File: src/rtl/head_table_pkg.sv
// ---------------------------------------------------------------------------
// head_table_pkg
// Shared types and constants for the hash-table head-pointer storage.
//   - head_state_e : table controller states (INIT sweep, READY service)
//   - head_entry_t : storage entry layout {val, ptr} for the default pointer
//                    width (parity bit on top when HEAD_TABLE_PARITY_EN)
//   - RD_LATENCY   : lookup request to result latency in cycles
//   - even_parity  : parity helper shared by write and lookup paths
// ---------------------------------------------------------------------------
package head_table_pkg;

    typedef enum logic [0:0] {
        INIT  = 1'b0,
        READY = 1'b1
    } head_state_e;

    localparam int RD_LATENCY   = 2;
    localparam int HT_PTR_WIDTH = 10;

    typedef struct packed {
`ifdef HEAD_TABLE_PARITY_EN
        logic                    par;
`endif
        logic                    val;
        logic [HT_PTR_WIDTH-1:0] ptr;
    } head_entry_t;

    // Even parity bit: XOR of all data bits, so data plus parity has an even
    // number of ones. Callers zero-extend narrower data, which leaves the
    // result unchanged.
    function automatic logic even_parity(input logic [63:0] data);
        return ^data;
    endfunction

endpackage

File: src/rtl/head_table_sdp_ram.sv
// ---------------------------------------------------------------------------
// simple_dual_port_ram
// Storage array with one write port and one registered read port. A read and
// a write to the same address on the same edge return the old contents; the
// caller is responsible for forwarding if it needs write-before-read.
// Ports:
//   clk, rst          clock, asynchronous active-high reset (read register)
//   wr_en/addr/data   write port, storage updated at the clock edge
//   rd_en/addr        read request, data appears on rd_data after the edge
//   rd_data           registered read data, held when rd_en is low
// ---------------------------------------------------------------------------
module simple_dual_port_ram #(
    parameter int DATA_WIDTH = 11,
    parameter int ADDR_WIDTH = 8
) (
    input  logic                  clk,
    input  logic                  rst,
    input  logic                  wr_en,
    input  logic [ADDR_WIDTH-1:0] wr_addr,
    input  logic [DATA_WIDTH-1:0] wr_data,
    input  logic                  rd_en,
    input  logic [ADDR_WIDTH-1:0] rd_addr,
    output logic [DATA_WIDTH-1:0] rd_data
);

    logic [DATA_WIDTH-1:0] mem [0:(2**ADDR_WIDTH)-1];

    // Storage write port; the array itself has no reset (initialised by sweep).
    always_ff @(posedge clk) begin
        if (wr_en) begin
            mem[wr_addr] <= wr_data;
        end
    end

    // Registered read port.
    always_ff @(posedge clk or posedge rst) begin
        if (rst) begin
            rd_data <= {DATA_WIDTH{1'b0}};
        end else if (rd_en) begin
            rd_data <= mem[rd_addr];
        end else begin
            rd_data <= rd_data;
        end
    end

endmodule

File: src/rtl/head_table.sv
// ---------------------------------------------------------------------------
// head_table
// Per-bucket head-pointer storage of the hash table. Sweeps every bucket to
// "empty" after reset or a clear request, then accepts one write and one
// lookup per cycle. Lookups have a fixed latency of 2 cycles; a write to the
// looked-up bucket in the same cycle is forwarded to the result.
// Optional feature macro: HEAD_TABLE_PARITY_EN (even parity per entry,
// checked on lookup; rd_parity_err_o is tied low when undefined).
// Ports:
//   clk_i, rst_i                      clock, async active-high reset
//   wr_en_i, wr_addr_i, wr_data_*     bucket write
//   rd_en_i, rd_addr_i                lookup request
//   rd_val_o, rd_data_*, rd_parity_err_o  lookup result (held when idle)
//   clear_i                           soft clear, restarts the sweep
//   init_done_o                       table ready
//   err_o                             sticky: access while not ready
// ---------------------------------------------------------------------------
module head_table
    import head_table_pkg::*;
#(
    parameter int A_WIDTH        = 8,
    parameter int HEAD_PTR_WIDTH = 10
) (
    input  logic                      clk_i,
    input  logic                      rst_i,
    input  logic [A_WIDTH-1:0]        wr_addr_i,
    input  logic [HEAD_PTR_WIDTH-1:0] wr_data_ptr_i,
    input  logic                      wr_data_ptr_val_i,
    input  logic                      wr_en_i,
    input  logic                      rd_en_i,
    input  logic [A_WIDTH-1:0]        rd_addr_i,
    output logic                      rd_val_o,
    output logic [HEAD_PTR_WIDTH-1:0] rd_data_ptr_o,
    output logic                      rd_data_ptr_val_o,
    output logic                      rd_parity_err_o,
    input  logic                      clear_i,
    output logic                      init_done_o,
    output logic                      err_o
);

    localparam int PAYLOAD_WIDTH = HEAD_PTR_WIDTH + 1;
`ifdef HEAD_TABLE_PARITY_EN
    localparam int ENTRY_WIDTH   = PAYLOAD_WIDTH + 1;
`else
    localparam int ENTRY_WIDTH   = PAYLOAD_WIDTH;
`endif
    localparam logic [A_WIDTH-1:0] CNT_LAST = {A_WIDTH{1'b1}};

    head_state_e              state_r;
    head_state_e              state_nxt;
    logic [A_WIDTH-1:0]       cnt_r;
    logic [A_WIDTH-1:0]       cnt_nxt;

    logic                     ready;
    logic                     wr_acc;
    logic                     rd_acc;
    logic [PAYLOAD_WIDTH-1:0] wr_payload;
    logic [ENTRY_WIDTH-1:0]   wr_entry;

    logic                     ram_we;
    logic [A_WIDTH-1:0]       ram_waddr;
    logic [ENTRY_WIDTH-1:0]   ram_wdata;
    logic [ENTRY_WIDTH-1:0]   ram_rdata;

    logic                     s1_valid_r;
    logic                     s1_fwd_r;
    logic [PAYLOAD_WIDTH-1:0] s1_fwd_data_r;
    logic [PAYLOAD_WIDTH-1:0] s1_payload;
    logic                     s1_perr;
    logic                     ram_par_mismatch;

    logic                     err_r;

    assign ready       = (state_r == READY);
    assign wr_acc      = wr_en_i & ready;
    assign rd_acc      = rd_en_i & ready;
    assign wr_payload  = {wr_data_ptr_val_i, wr_data_ptr_i};
    assign init_done_o = ready;
    assign err_o       = err_r;

`ifdef HEAD_TABLE_PARITY_EN
    assign wr_entry         = {even_parity(64'(wr_payload)), wr_payload};
    assign ram_par_mismatch = ram_rdata[ENTRY_WIDTH-1] !=
                              even_parity(64'(ram_rdata[PAYLOAD_WIDTH-1:0]));
`else
    assign wr_entry         = wr_payload;
    assign ram_par_mismatch = 1'b0;
`endif

    simple_dual_port_ram #(
        .DATA_WIDTH (ENTRY_WIDTH),
        .ADDR_WIDTH (A_WIDTH)
    ) u_ram (
        .clk     (clk_i),
        .rst     (rst_i),
        .wr_en   (ram_we),
        .wr_addr (ram_waddr),
        .wr_data (ram_wdata),
        .rd_en   (rd_acc),
        .rd_addr (rd_addr_i),
        .rd_data (ram_rdata)
    );

    // Controller state and sweep counter registers.
    always_ff @(posedge clk_i or posedge rst_i) begin
        if (rst_i) begin
            state_r <= INIT;
            cnt_r   <= {A_WIDTH{1'b0}};
        end else begin
            state_r <= state_nxt;
            cnt_r   <= cnt_nxt;
        end
    end

    // Next-state logic and storage write-port steering (sweep vs. user write).
    always_comb begin
        state_nxt = state_r;
        cnt_nxt   = cnt_r;
        ram_we    = 1'b0;
        ram_waddr = wr_addr_i;
        ram_wdata = wr_entry;
        case (state_r)
            INIT: begin
                ram_we    = 1'b1;
                ram_waddr = cnt_r;
                ram_wdata = {ENTRY_WIDTH{1'b0}};
                if (cnt_r == CNT_LAST) begin
                    state_nxt = READY;
                    cnt_nxt   = {A_WIDTH{1'b0}};
                end else begin
                    state_nxt = INIT;
                    cnt_nxt   = cnt_r + 1'b1;
                end
            end
            READY: begin
                ram_we = wr_en_i;
                if (clear_i) begin
                    state_nxt = INIT;
                    cnt_nxt   = {A_WIDTH{1'b0}};
                end else begin
                    state_nxt = READY;
                end
            end
            default: begin
                state_nxt = INIT;
                cnt_nxt   = {A_WIDTH{1'b0}};
            end
        endcase
    end

    // Lookup stage 1: remember whether a same-cycle write must be forwarded,
    // because the storage read on that edge still returns the old entry.
    always_ff @(posedge clk_i or posedge rst_i) begin
        if (rst_i) begin
            s1_valid_r    <= 1'b0;
            s1_fwd_r      <= 1'b0;
            s1_fwd_data_r <= {PAYLOAD_WIDTH{1'b0}};
        end else begin
            s1_valid_r    <= rd_acc;
            s1_fwd_r      <= rd_acc & wr_acc & (wr_addr_i == rd_addr_i);
            s1_fwd_data_r <= wr_payload;
        end
    end

    // Select forwarded or stored data; forwarded data never carries an error.
    always_comb begin
        s1_payload = ram_rdata[PAYLOAD_WIDTH-1:0];
        s1_perr    = 1'b0;
        if (s1_fwd_r) begin
            s1_payload = s1_fwd_data_r;
            s1_perr    = 1'b0;
        end else begin
            s1_payload = ram_rdata[PAYLOAD_WIDTH-1:0];
            s1_perr    = ram_par_mismatch;
        end
    end

    // Lookup stage 2: output register, data held between results.
    always_ff @(posedge clk_i or posedge rst_i) begin
        if (rst_i) begin
            rd_val_o          <= 1'b0;
            rd_data_ptr_o     <= {HEAD_PTR_WIDTH{1'b0}};
            rd_data_ptr_val_o <= 1'b0;
            rd_parity_err_o   <= 1'b0;
        end else if (s1_valid_r) begin
            rd_val_o          <= 1'b1;
            rd_data_ptr_o     <= s1_payload[HEAD_PTR_WIDTH-1:0];
            rd_data_ptr_val_o <= s1_payload[PAYLOAD_WIDTH-1];
            rd_parity_err_o   <= s1_perr;
        end else begin
            rd_val_o          <= 1'b0;
            rd_data_ptr_o     <= rd_data_ptr_o;
            rd_data_ptr_val_o <= rd_data_ptr_val_o;
            rd_parity_err_o   <= 1'b0;
        end
    end

    // Sticky access-while-not-ready flag; only rst_i clears it.
    always_ff @(posedge clk_i or posedge rst_i) begin
        if (rst_i) begin
            err_r <= 1'b0;
        end else if ((wr_en_i | rd_en_i) & ~ready) begin
            err_r <= 1'b1;
        end else begin
            err_r <= err_r;
        end
    end

endmodule

File: config.mk
export PLATFORM = sky130hd
export DESIGN_NAME = head_table
export DESIGN_NICKNAME = d
export VERILOG_FILES = /design/src/rtl/head_table_pkg.sv /design/src/rtl/head_table_sdp_ram.sv /design/src/rtl/head_table.sv
export SDC_FILE = /design/constraint.sdc
export NUM_CORES = 2
export LEC_CHECK = 0
export CORE_MARGIN = 2
export CORE_UTILIZATION = 45
export DETAILED_ROUTE_END_ITERATION = 16
export PLACE_DENSITY = 0.56
export SLEW_MARGIN = 20
export SYNTH_ARGS = -nofsm -noshare
export SYNTH_HDL_FRONTEND = slang
export SYNTH_SLANG_ARGS = --single-unit
File: constraint.sdc
create_clock -name clk_i -period 6.16 [get_ports clk_i]
set_input_delay 1.848 -clock clk_i [delete_from_list [all_inputs] [get_ports clk_i]]
set_output_delay 1.848 -clock clk_i [all_outputs]
set_load 0.01 [all_outputs]
==> out/metrics.json <==
{
  "pins_over_their_slew_limit": 0,
  "postPlaceCellArea_um2": 118000,
  "grt_pass1_wl_um": 459000,
  "grt_start_max_net_pins": 141,
  "mapped_area_um2": 111000,
  "setup_violation_total_in_the_final_timing_report": 0,
  "multi_input_gate_area_in_the_final_layout_um2": 23400,
  "remaining_drc_errors": 0,
  "synth_seq_cells": 2862,
  "via_count": 58200,
  "clkLatencyLatePin_ps": 950,
  "fin_worst_skew_ps": 71.7,
  "number_of_buffers_created_by_cts": 315,
  "n_fill_cell": 19300,
  "pwr-share-seq_pct": 52.3,
  "drv_cap": 0,
  "worst_setup_path_start_kind": "primary input",
  "mapped_nets": 5414,
  "asyncSetResetFlopFracSynth_pct": 1.61,
  "io_buffers": 45,
  "hold_viol_final": 0,
  "clockBufferDepth": 4,
  "relSlewSlack_pct": 16.6,
  "critPathMaxStageDelay_ps": 920,
  "yosys.area.top_type_share_pct": 76.2,
  "yosysMostFrequentCell": "edfxtp_1",
  "maximum_vdd_ir_drop_uv": 265,
  "power.switching_mw": 8.27,
  "route.detailed.wl_per_inst_um": 35.0,
  "syn_area_per_cell_um2": 20.6,
  "power.density_nw_per_um2": 314,
  "rows": 182,
  "register_area_share_after_synthesis_pct": 77.2,
  "outcome": "finished, final reports clean",
  "finalWeightedCongestion": 0.931,
  "rsz0062_at_grt": "no",
  "hold_path_cells": 1,
  "postSynthCellCount": 5381,
  "cp-end-kind": "flip-flop",
  "final_min_period_ps": 5260,
  "ys_types": 72,
  "ys_dominant_reg_cell": "edfxtp_1",
  "period_share_pct": 85.3,
  "post_synth_main_area_contributors": "edfxtp_1 76%, mux4_2 12%, mux2i_1 3.0%, nor2_1 1.1%, dfrtp_1 1.0%",
  "lkg_pwr_nw": 34.8,
  "hpwl_um": 214000,
  "area_growth_syn_to_layout_pct": 15.5,
  "critical_path_required_ps": 6970,
  "pin_count": 47,
  "combPwrFrac_pct": 2.9,
  "grt_use_total_pct": 26.2,
  "drt-initial-drc-count": 7627,
  "clkPwrFrac_pct": 44.8,
  "finish.net_count": 6018,
  "critical_path.cell_chain": "clkdlybuf4s50_1 > nor2_1 > nand2_1 > buf_4 > a2111oi_0 > a41oi_1 > nand4_1 > nor3_1 > a221o_1",
  "drt_pass1_iterations": 5,
  "worstMarginPinSlew_ps": 1240,
  "first_global_vias": 57400,
  "post_layout_nonfiller_instances": 9442,
  "cts_tree": "done",
  "cts-root-buf": "clkbuf_16",
  "cell_internal_pwr_mw": 32.0,
  "final_antenna_net_count": 0,
  "synth_top_cell_by_area": "edfxtp_1",
  "reg2reg_depth": 7,
  "floorplan.initialDensity_pct": 45.2,
  "h-tree-depth": 5,
  "synth_enable_flop_cells": 2816,
  "fin_total_pwr_mw": 40.3,
  "yosys_warnings": 0,
  "antenna_found_initial": 8,
  "final_global_route_overflow_total": 0,
  "die-width_um": 501,
  "area.sequential_um2": 85700,
  "critPathKind": "in -> reg",
  "postLayoutCellArea_um2": 128000,
  "setup_total_negative_slack_ps": 0,
  "hold_wc_path_type": "reg -> reg",
  "netlist_top_cells_count": "2816 x edfxtp_1, 570 x mux4_2, 337 x nor2_1",
  "critPathMaxFanout": 17,
  "switching_share_pct": 20.5,
  "core_region_area_um2": 246000,
  "dpl.cell_count": 8887,
  "cts_setup_buffers": 0,
  "die_area_um2": 251000,
  "timing.critical_path.arrival_ps": 6070,
  "drive_gt1_share_pct": 25.5,
  "wirelength_um": 331000,
  "worst_hold_slack_ps": 484,
  "clkSinkCount": 2862,
  "postCtsResizedCells": 0,
  "postCtsHoldBufs": 0,
  "clk_transition_reported_paths_ps": 60,
  "slowest_stage": "clkdlybuf4s50_1",
  "max_freq_mhz": 190,
  "detail_route.vias_per_cell": 6.17,
  "die-height_um": 501
}
==> metrics by stage <==
stage	worst slack, ps	utilization, %
CTS	928	52.2
floorplan	218	-
global placement	-932	48.2
detailed placement	-39.1	48.2
finish	905	52.2
global route	953	52.2
==> registers in the layout, indices dropped and copies added, names as in the netlist <==
name,cells
s1_valid_r,1
s1_fwd_data_r,11
rd_data_ptr_val_o,1
u_ram.mem,2816
rd_data_ptr_o,10
s1_fwd_r,1
rd_val_o,1
init_done_o,1
u_ram.rd_data,11
err_o,1
cnt_r,8
==> cell families (layout without fill, tap and decap cells) <==
group	after synthesis	in the layout	synth area share (%)
AO/OA/AOI/OAI	543	543	3.45
XOR/XNOR	8	8	0.0631
adder cells (fa/ha/maj)	1	1	0.0113
buffers and inverters	333	1169	1.84
flip-flops	2862	2862	77.2
multiplexers	909	909	14.6
other	1	6	0.00338
AND/OR/NAND/NOR	724	724	2.82
==> worst paths after layout <==
| path | slack (ps) | endpoint | from |
|---|---|---|---|
| worst min-delay path | 480 | err_o$_DFFE_PP0P_ | err_o$_DFFE_PP0P_ |
| worst max register to register | 1730 | u_ram.rd_data[5]$_DFFE_PP0P_ | init_done_o$_DFF_PP0_ |
| worst max-delay path | 900 | u_ram.rd_data[1]$_DFFE_PP0P_ | rd_addr_i[5] |
| worst min register to register | 480 | err_o$_DFFE_PP0P_ | err_o$_DFFE_PP0P_ |
| min in group asynchronous | 1410 | rd_data_ptr_o[3]$_DFFE_PP0P_ | rst_i |
| max in group asynchronous | 4200 | init_done_o$_DFF_PP0_ | rst_i |
==> metal layers <==
metal | vias to the layer above | part of all wire [%] | track usage, %
met3 | 609 | 7.7 | 4.63
met1 | 31300 | 40 | 36.3
li1 | 23600 | - | -
met5 | - | 0.0060 | 0
met4 | 4 | 4.8 | 11.3
met2 | 2718 | 47 | 41.1
==> power groups by stage <==
stage                     Sequential (mW)  Combinational, mW  Clock (mW)
after global routing                 21.0               1.22        19.0
after floorplan                      21.5              0.683           0
after detailed placement             21.5               1.19           0
final                                21.1               1.18        18.0
after CTS                            21.1               1.19        18.3
after global placement               21.5               1.19           0
==> layout make-up <==
cell class              count  share of cell area [%]
inverters                  17                  0.0537
diodes                      5                 0.00976
multi-input cells        2186                    18.3
repair buffers            603                    4.10
clock buffers             397                    6.55
clock inverters           152                    1.03
flip-flops and latches   2862                    66.8
well taps                3220                    3.14
==> cells in the final DEF, fill, tap and decap left out, types with 50 or more instances in the layout <==
| master | n |
|---|---|
| a21oi_1 | 68 |
| a22oi_1 | 83 |
| buf_12 | 50 |
| buf_4 | 507 |
| clkbuf_1 | 70 |
| clkbuf_16 | 323 |
| clkinv_1 | 73 |
| edfxtp_1 | 2816 |
| mux2i_1 | 332 |
| mux4_2 | 570 |
| nand2_1 | 186 |
| nand3_1 | 61 |
| nor2_1 | 336 |
| o221ai_1 | 50 |
| o22ai_1 | 108 |
==> worst max-delay path: cells and delay by family <==
kind | cells | cell delay (ps)
AO/OA/AOI/OAI | 3 | 1200
buffers and inverters | 2 | 1280
AND/OR/NAND/NOR | 4 | 1730
(Power assumes the default switching activity.)
